`src/rtl/arb_requester_if.sv`:
```
// Command, arbiter and data-bus signals between a burst requester and its surroundings.
interface arb_requester_if #(
  parameter int unsigned DATA_W = 8,
  parameter int unsigned LEN_W  = 4
);
  logic              cmd_valid;
  logic [LEN_W-1:0]  cmd_len;
  logic [DATA_W-1:0] cmd_data;
  logic              cmd_ready;
  logic              req;
  logic              gnt;
  logic              bus_valid;
  logic [DATA_W-1:0] bus_data;
  logic              done;
  logic              timeout_err;

  modport master (
    input  cmd_valid, cmd_len, cmd_data, gnt,
    output cmd_ready, req, bus_valid, bus_data, done, timeout_err
  );

  modport slave (
    output cmd_valid, cmd_len, cmd_data, gnt,
    input  cmd_ready, req, bus_valid, bus_data, done, timeout_err
  );
endinterface

```
`src/rtl/arb_requester.sv`:
```
// Burst requester: accepts a command, requests the arbiter, emits incrementing beats while granted.
module arb_requester #(
  parameter int unsigned DATA_W  = 8,
  parameter int unsigned LEN_W   = 4,
  parameter int unsigned TIMEOUT = 15
) (
  input  logic           clk,
  input  logic           rst,
  arb_requester_if.master bus
);

  typedef enum logic [1:0] {IDLE, REQ, XFER, RELEASE} state_e;

  state_e            state_q, state_d;
  logic [LEN_W-1:0]  len_q, len_d;
  logic [LEN_W-1:0]  beat_q, beat_d;
  logic [DATA_W-1:0] base_q, base_d;
  logic [7:0]        wait_q, wait_d;
  logic              cmd_ready_q, cmd_ready_d;
  logic              req_q, req_d;
  logic              bus_valid_q, bus_valid_d;
  logic [DATA_W-1:0] bus_data_q, bus_data_d;
  logic              done_q, done_d;
  logic              timeout_err_q, timeout_err_d;

  always_ff @(posedge clk or posedge rst) begin
    if (rst) begin
      state_q       <= IDLE;
      len_q         <= '0;
      beat_q        <= '0;
      base_q        <= '0;
      wait_q        <= '0;
      cmd_ready_q   <= 1'b0;
      req_q         <= 1'b0;
      bus_valid_q   <= 1'b0;
      bus_data_q    <= '0;
      done_q        <= 1'b0;
      timeout_err_q <= 1'b0;
    end else begin
      state_q       <= state_d;
      len_q         <= len_d;
      beat_q        <= beat_d;
      base_q        <= base_d;
      wait_q        <= wait_d;
      cmd_ready_q   <= cmd_ready_d;
      req_q         <= req_d;
      bus_valid_q   <= bus_valid_d;
      bus_data_q    <= bus_data_d;
      done_q        <= done_d;
      timeout_err_q <= timeout_err_d;
    end
  end

  always_comb begin
    state_d       = state_q;
    len_d         = len_q;
    beat_d        = beat_q;
    base_d        = base_q;
    wait_d        = wait_q;
    cmd_ready_d   = cmd_ready_q;
    req_d         = req_q;
    bus_valid_d   = 1'b0;
    bus_data_d    = bus_data_q;
    done_d        = 1'b0;
    timeout_err_d = 1'b0;

    case (state_q)
      IDLE: begin
        cmd_ready_d = 1'b1;
        if (bus.cmd_valid && cmd_ready_q) begin
          cmd_ready_d = 1'b0;
          len_d       = bus.cmd_len;
          base_d      = bus.cmd_data;
          beat_d      = '0;
          wait_d      = '0;
          if (bus.cmd_len == '0) begin
            done_d = 1'b1;
          end else begin
            req_d   = 1'b1;
            state_d = REQ;
          end
        end
      end
      // Grant is checked before the wait counter so a grant on the timeout edge wins.
      REQ, XFER: begin
        if (bus.gnt) begin
          bus_valid_d = 1'b1;
          bus_data_d  = base_q + DATA_W'(beat_q);
          beat_d      = beat_q + 1'b1;
          state_d     = XFER;
          if (beat_q == len_q - 1'b1) begin
            req_d   = 1'b0;
            state_d = RELEASE;
          end
        end else if (state_q == REQ) begin
          wait_d = wait_q + 8'd1;
          if (wait_q == 8'(TIMEOUT - 1)) begin
            req_d         = 1'b0;
            timeout_err_d = 1'b1;
            cmd_ready_d   = 1'b1;
            state_d       = IDLE;
          end
        end
      end
      RELEASE: begin
        if (!bus.gnt) begin
          done_d      = 1'b1;
          cmd_ready_d = 1'b1;
          state_d     = IDLE;
        end
      end
      default: state_d = IDLE;
    endcase
  end

  assign bus.cmd_ready   = cmd_ready_q;
  assign bus.req         = req_q;
  assign bus.bus_valid   = bus_valid_q;
  assign bus.bus_data    = bus_data_q;
  assign bus.done        = done_q;
  assign bus.timeout_err = timeout_err_q;

endmodule

```
`src/flat_wrapper.sv`:
```
// flat-port wrapper written by rule: the top's interface ports become plain ports
module arb_requester_flat 
#(
  parameter int unsigned DATA_W  = 8,
  parameter int unsigned LEN_W   = 4,
  parameter int unsigned TIMEOUT = 15
)
  (clk, rst, bus_cmd_valid, bus_cmd_len, bus_cmd_data, bus_gnt, bus_cmd_ready, bus_req, bus_bus_valid, bus_bus_data, bus_done, bus_timeout_err);
  arb_requester_if #(.DATA_W(DATA_W), .LEN_W(LEN_W)) bus_i ();
  input  logic clk;
  input  logic rst;
  input wire logic [$bits(bus_i.cmd_valid)-1:0] bus_cmd_valid;
  input wire logic [$bits(bus_i.cmd_len)-1:0] bus_cmd_len;
  input wire logic [$bits(bus_i.cmd_data)-1:0] bus_cmd_data;
  input wire logic [$bits(bus_i.gnt)-1:0] bus_gnt;
  output wire logic [$bits(bus_i.cmd_ready)-1:0] bus_cmd_ready;
  output wire logic [$bits(bus_i.req)-1:0] bus_req;
  output wire logic [$bits(bus_i.bus_valid)-1:0] bus_bus_valid;
  output wire logic [$bits(bus_i.bus_data)-1:0] bus_bus_data;
  output wire logic [$bits(bus_i.done)-1:0] bus_done;
  output wire logic [$bits(bus_i.timeout_err)-1:0] bus_timeout_err;
  assign bus_i.cmd_valid = bus_cmd_valid;
  assign bus_i.cmd_len = bus_cmd_len;
  assign bus_i.cmd_data = bus_cmd_data;
  assign bus_i.gnt = bus_gnt;
  assign bus_cmd_ready = bus_i.cmd_ready;
  assign bus_req = bus_i.req;
  assign bus_bus_valid = bus_i.bus_valid;
  assign bus_bus_data = bus_i.bus_data;
  assign bus_done = bus_i.done;
  assign bus_timeout_err = bus_i.timeout_err;
  arb_requester #(.DATA_W(DATA_W), .LEN_W(LEN_W), .TIMEOUT(TIMEOUT)) u_core (.clk(clk), .rst(rst), .bus(bus_i));
endmodule
```
`config.mk`:
```
export PLATFORM = sky130hd
export DESIGN_NAME = arb_requester_flat
export DESIGN_NICKNAME = d
export VERILOG_FILES = /design/src/rtl/arb_requester_if.sv /design/src/rtl/arb_requester.sv /design/src/flat_wrapper.sv
export SDC_FILE = /design/constraint.sdc
export NUM_CORES = 1
export LEC_CHECK = 0
export BUFFER_PORTS_ARGS = -buffer_cell sky130_fd_sc_hd__buf_4
export CORE_UTILIZATION = 30
export DETAILED_ROUTE_END_ITERATION = 8
export MAX_ROUTING_LAYER = met4
export PLACE_DENSITY = 0.45
export SYNTH_ARGS = -nofsm -noshare
export SYNTH_HDL_FRONTEND = slang
export SYNTH_SLANG_ARGS = --single-unit
```
`constraint.sdc`:
```
create_clock -name clk -period 4.85 [get_ports clk]
set_input_delay 0.2425 -clock clk [delete_from_list [all_inputs] [get_ports clk]]
set_output_delay 0.2425 -clock clk [all_outputs]
set_load 0.03 [all_outputs]
```
==> results of run 1 <==
[sequential cells by signal, indices dropped and copies added (netlist names), 2 cells and up]
signal,flops
u_core.bus.bus_data,8
u_core.len_q,4
u_core.beat_q,4
u_core.state_q,2
u_core.wait_q,8
u_core.base_q,8
[layout by cell type, fill, tap and decap left out, types with 2 or more instances in the layout]
master,count
dfrtp_1,39
buf_4,30
o21ai_0,16
inv_1,15
mux2_2,14
ha_1,13
nand2_1,12
nor2_1,11
nand3_1,10
xnor2_1,9
nor3_1,6
nand2b_1,5
clkbuf_8,5
a211oi_1,4
nor3b_1,4
nand4_1,3
a21o_1,3
xor2_1,2
o211ai_1,2
nand4bb_1,2
o31ai_1,2
a2111oi_2,2
mux2i_1,2
a32o_1,2
a21oi_1,2
o21a_1,2
nand3b_1,2
bufinv_16,2
[cell type report]
type / instances / share of cell area, %
Inverter: 15 / 2.11
Multi-Input combinational cell: 148 / 43.2
Sequential cell: 39 / 36.6
Clock buffer: 5 / 2.58
Timing Repair Buffer: 30 / 8.43
Tap cell: 99 / 4.64
Clock inverter: 3 / 2.53
[Yosys cell counts, types with 3 or more instances]
cell type | n | area, µm²
nand2_1 | 12 | 45.0
nor3_1 | 6 | 30.0
nand4_1 | 3 | 18.8
dfrtp_1 | 39 | 976
clkbuf_1 | 4 | 15.0
o21ai_0 | 16 | 80.1
inv_1 | 15 | 56.3
xnor2_1 | 9 | 78.8
ha_1 | 13 | 163
a21o_1 | 3 | 22.5
nand2b_1 | 5 | 31.3
nand3_1 | 10 | 50.1
a211oi_1 | 4 | 30.0
mux2_2 | 14 | 158
nor3b_1 | 4 | 30.0
nor2_1 | 11 | 41.3
[where the power goes]
| group | total, mW | switching [mW] | internal, mW |
|---|---|---|---|
| Sequential | 0.598 | 0.133 | 0.465 |
| Combinational | 0.845 | 0.478 | 0.367 |
| Clock | 0.334 | 0.128 | 0.205 |
[worst paths after layout]
kind                                               startpoint                                  to  depth (start not counted)
max in group asynchronous                                 rst         u_core.len_q[0]$_DFFE_PP0P_                          3
max reg2reg                     u_core.state_q[0]$_DFFE_PP0P_  u_core.bus.bus_data[7]$_DFFE_PP0N_                          7
max                             u_core.state_q[0]$_DFFE_PP0P_  u_core.bus.bus_data[7]$_DFFE_PP0N_                          7
min in group clk                              bus_cmd_data[1]        u_core.base_q[1]$_DFFE_PP0P_                          2
min                                                       rst       u_core.state_q[0]$_DFFE_PP0P_                          3
min reg2reg                u_core.bus.bus_data[4]$_DFFE_PP0N_  u_core.bus.bus_data[4]$_DFFE_PP0N_                          2
[metrics by stage]
stage / hold WS (ns) / area [µm²] / util, %
detailed placement: 0.425 / 2530 / 35.1
CTS: 0.0875 / 2670 / 37.0
global route: 0.116 / 2670 / 37.0
finish: 0.0678 / 2670 / 37.0
floorplan: 0.393 / 2220 / -
global placement: 0.422 / 2530 / 35.1
[cell families after synthesis]
| group | after synthesis |
|---|---|
| flip-flops | 39 |
| XOR/XNOR | 12 |
| multiplexers | 17 |
| buffers and inverters | 22 |
| AO/OA/AOI/OAI | 43 |
| adder cells (fa/ha/maj) | 14 |
| AND/OR/NAND/NOR | 62 |
[metal layers]
metal	up-vias	global-route usage [%]
li1	802	-
met1	759	22.5
met2	31	18.3
met3	8	3.02
met4	0	5.28
met5	-	-
[worst max-delay path, stage by stage (launching register included)]
cell	delay, ns
dfrtp_1	0.38
inv_1	0.10
ha_1	0.50
nand2_1	0.62
inv_1	0.24
and3_1	0.23
a211oi_1	0.20
nand3_1	0.10
==> flow_summary.json, run 1 <==
{
  "num_rows": 31,
  "wl_met3_um": 186,
  "powerDensity_nw_per_um2": 665,
  "drtPass1Iterations": 4,
  "maxCapViolations": 0,
  "cts_tree": "yes",
  "ioPinCount": 29,
  "wl_met1_um": 2680,
  "start_util_pct": 30.8,
  "drive_gt1_share_pct": 24.2,
  "placed_cells": 331,
  "final-seq-area_um2": 976,
  "core_um2": 7210,
  "total_power_mw": 1.78,
  "routed_via_density": 4.72,
  "regToRegSetupSlack_ns": 2.35,
  "slew_violations": 0,
  "die_h_um": 88.0,
  "synth_ff_type": "dfrtp_1",
  "required_ns": 5.02,
  "finalSetupViolations": 0,
  "antenna_found_initial": 0,
  "syn_area_um2": 2220,
  "cts_hold_buf": 0,
  "wl_met2_um": 1950,
  "synth_fp_nets": 239,
  "ys_seq_area_share_pct": 43.9,
  "ir_worst_vdd_v": 0.000267,
  "grt_pass1_wl_um": 8190,
  "hpwl_um": 3470,
  "root_buffer": "clkbuf_8",
  "cts.sink_count": 39,
  "clockBufferDepth": 2,
  "synth_simple_gate_area_share_pct": 14.9,
  "ys_seq_elements": 39,
  "wl_per_cell_um": 14.5,
  "cts_resized": 0,
  "drt-initial-drc-count": 109,
  "slew_headroom_pct": 50.0,
  "syn_avg_cell_area_um2": 10.6,
  "skew_ns": 0.0209,
  "crit_fanout": 21,
  "rsz0062_at_grt": "false",
  "grt-ovfl-total": 0,
  "portBuffers": 28,
  "arrival_ns": 2.68,
  "place.gp.congestion": 0.753,
  "syn_inst": 209,
  "synth_compound_area_share_pct": 14.8,
  "worstSetupStartpointType": "register",
  "hold_viol": 0,
  "ant_nets": 0,
  "highest_layer": "met4",
  "yosys.area_share.adder_pct": 8.23,
  "drc": 0,
  "totalWireLength_um": 4900,
  "tns_ns": 0,
  "period_share_pct": 51.6,
  "power_leakage_nw": 1.20,
  "num_vias": 1600,
  "cts_buffers": 5,
  "nNetsFinal": 269,
  "synthMuxAreaShare_pct": 8.68,
  "synth.distinct_cells": 46,
  "crit_type": "register to register",
  "synthArstFlopShare_pct": 100,
  "grt_max_degree": 40,
  "worstSetupEndpointType": "register",
  "multi_input_area_um2": 1150,
  "clk_pin_slew_worst_paths_ns": 0.09,
  "max_freq_ghz": 0.400,
  "tightest_slew_ns": 0.744,
  "synth_top_family_by_area": "simple AND/OR/NAND/NOR gates",
  "worst_slack_ns": 2.35,
  "hold_path.class": "input pin to asynchronous set/reset pin",
  "syn_to_final_growth_pct": 20.2,
  "antennaDiodeCount": 0,
  "die-area_um2": 7750,
  "synthXorXnorAreaFrac_pct": 5.35,
  "status": "completed",
  "ys.warnings.count": 0,
  "cts_setup_buffers": 0,
  "grt_pass1_vias": 1542,
  "nFillCells": 772,
  "dp_slack_ns": 2.38,
  "min_period_ns": 2.50,
  "dieWidth_um": 88.0,
  "cts-htree-levels": 2,
  "synth_edf_count": 0,
  "grt_use_total_pct": 14.6,
  "final_cell_count_no_fill": 339,
  "clk_latency_ns": 0.31
}
Power figures use the tool's default switching activity.
==> run 2: changes to the inputs <==
--- a/config.mk
+++ b/config.mk
@@ -9,7 +9,7 @@
 export CORE_UTILIZATION = 30
 export DETAILED_ROUTE_END_ITERATION = 8
 export MAX_ROUTING_LAYER = met4
-export PLACE_DENSITY = 0.45
+export PLACE_DENSITY = 0.47
 export SYNTH_ARGS = -nofsm -noshare
 export SYNTH_HDL_FRONTEND = slang
 export SYNTH_SLANG_ARGS = --single-unit
==> constraint.sdc (replaced) <==
create_clock -name clk -period 2.3 [get_ports clk]
set_input_delay 0.115 -clock clk [delete_from_list [all_inputs] [get_ports clk]]
set_output_delay 0.115 -clock clk [all_outputs]
set_load 0.03 [all_outputs]
==> flow_summary.json, run 2 (synthesis gave the netlist of run 1 again) <==
{
  "regToRegSetupSlack_ns": 0.32,
  "cp_slowest_stage_delay_ns": 0.46,
  "layout_commonest_cell": "dfrtp_1",
  "portBuffers": 28,
  "ant_nets": 0,
  "cp-endpoint": "u_core.wait_q[5]$_DFFE_PP0P_",
  "worstSetupStartpointType": "register",
  "totalWireLength_um": 4850,
  "grt_max_degree": 40,
  "status": "completed",
  "path_cells": "inv_1 > ha_1 > nand2b_1 > a2111oi_2 > xnor2_1 > nor2_1",
  "grt-ovfl-total": 0,
  "maxCapViolations": 0,
  "final_cell_area_um2": 2660,
  "slew_violations": 0,
  "multi_input_area_um2": 1150,
  "cts_tree": "yes",
  "crit_start": "u_core.state_q[1]$_DFFE_PP0P_",
  "placed_area_um2": 2560,
  "power_leakage_nw": 1.20,
  "cts_resized": 0,
  "nNetsFinal": 274,
  "routed_via_density": 4.80,
  "start_util_pct": 30.8,
  "wl_per_cell_um": 14.1,
  "worstReg2RegStart": "u_core.state_q[1]$_DFFE_PP0P_",
  "final-seq-area_um2": 976,
  "slew_headroom_pct": 60.3,
  "cts_buffers": 5,
  "skew_ns": 0.0122,
  "arrival_ns": 2.17,
  "core_um2": 7210,
  "cts.sink_count": 39,
  "ioPinCount": 29,
  "worst_slack_ns": 0.317,
  "drt-initial-drc-count": 83,
  "slowest_stage": "a2111oi_2",
  "worstSetupEndpointType": "register",
  "period_share_pct": 86.2,
  "cts_setup_buffers": 0,
  "place.gp.congestion": 0.733,
  "num_vias": 1646,
  "tns_ns": 0,
  "die_h_um": 88.0,
  "hold_viol": 0,
  "num_rows": 31,
  "worst_r2r_path_depth": 6,
  "grt_use_total_pct": 13.8,
  "rsz0062_at_grt": "false",
  "ir_worst_vdd_v": 0.000503,
  "hold_path.class": "input pin to register",
  "antenna_found_initial": 0,
  "drive_gt1_share_pct": 25.0,
  "total_power_mw": 3.57,
  "cts_hold_buf": 1,
  "min_period_ns": 1.98,
  "finalSetupViolations": 0,
  "hpwl_um": 3380,
  "mostFrequentLayoutCells": "39 x dfrtp_1, 34 x buf_4, 16 x o21ai_0",
  "root_buffer": "clkbuf_8",
  "crit_fanout": 9,
  "dieWidth_um": 88.0,
  "cts-htree-levels": 2,
  "crit_type": "register to register",
  "required_ns": 2.49,
  "grt_pass1_vias": 1520,
  "clk_latency_ns": 0.30,
  "max_freq_ghz": 0.504,
  "clk_pin_slew_worst_paths_ns": 0.09,
  "final_core_util_pct": 36.9,
  "die-area_um2": 7750,
  "nFillCells": 767,
  "drc": 0,
  "powerDensity_nw_per_um2": 1340,
  "syn_to_final_growth_pct": 19.8,
  "drtPass1Iterations": 4,
  "grt_pass1_wl_um": 7720,
  "r2r_end": "u_core.wait_q[5]$_DFFE_PP0P_",
  "dp_slack_ns": 0.330,
  "clockBufferDepth": 2,
  "tightest_slew_ns": 0.589,
  "antennaDiodeCount": 0
}
run 2: cell count changes in the layout (fill, tap and decap cells not counted):
cell           before  now
buf_4              30   34
clkbuf_8            5    6
bufinv_16           2    0
clkinvlp_4          1    0
dlygate4sd3_1       0    1
clkinv_2            0    1
run 2: how the worst min path moves through the flow:
stage	slack [ns]	endpoint	start	cells past startpoint
after CTS	0.04	u_core.base_q[6]$_DFFE_PP0P_	bus_cmd_data[6]	2
after global routing	0.04	u_core.base_q[0]$_DFFE_PP0P_	bus_cmd_data[0]	2
after global placement	0.29	u_core.wait_q[7]$_DFFE_PP0P_	rst	3
after detailed placement	0.29	u_core.wait_q[7]$_DFFE_PP0P_	rst	3
after floorplan	0.27	u_core.base_q[7]$_DFFE_PP0P_	bus_cmd_data[7]	1
final	0.05	u_core.base_q[6]$_DFFE_PP0P_	bus_cmd_data[6]	2
run 2: final cells by class:
cell class / instances / area share, %
sequential: 39 / 36.7
timing repair buffer: 35 / 9.97
tap: 99 / 4.65
clock inverter: 1 / 0.188
inverter: 15 / 2.12
clock buffer: 6 / 3.10
multi-input combinational: 148 / 43.3
run 2: per-stage QoR:
stage / instances / hold slack, ns
after global routing: 343 / 0.0391
final: 343 / 0.0512
after floorplan: 209 / 0.265
after detailed placement: 335 / 0.289
after global placement: 335 / 0.292
after CTS: 343 / 0.0421
run 2: where the power goes:
group          internal, mW  switching [mW]
Combinational         0.825            1.00
Clock                 0.236           0.255
Sequential            0.981           0.273
run 2: layer usage:
layer | vias to the layer above | global-route usage, % | share of wire, %
li1 | 819 | - | -
met1 | 782 | 19.3 | 52
met3 | 7 | 3.39 | 4.2
met4 | 0 | 4.40 | 1.3
met5 | - | - | 0
met2 | 38 | 19.4 | 43
run 2: worst max-delay path: cells and delay by family, from the launching register on:
| family | cells | cell delay (ns) |
|---|---|---|
| AOI/OAI and AO/OA | 1 | 0.46 |
| xor gates and xnor gates | 1 | 0.16 |
| adders and majority gates | 1 | 0.45 |
| buffers and inverters | 1 | 0.10 |
| DFF | 1 | 0.38 |
| and+or+nand+nor | 2 | 0.33 |
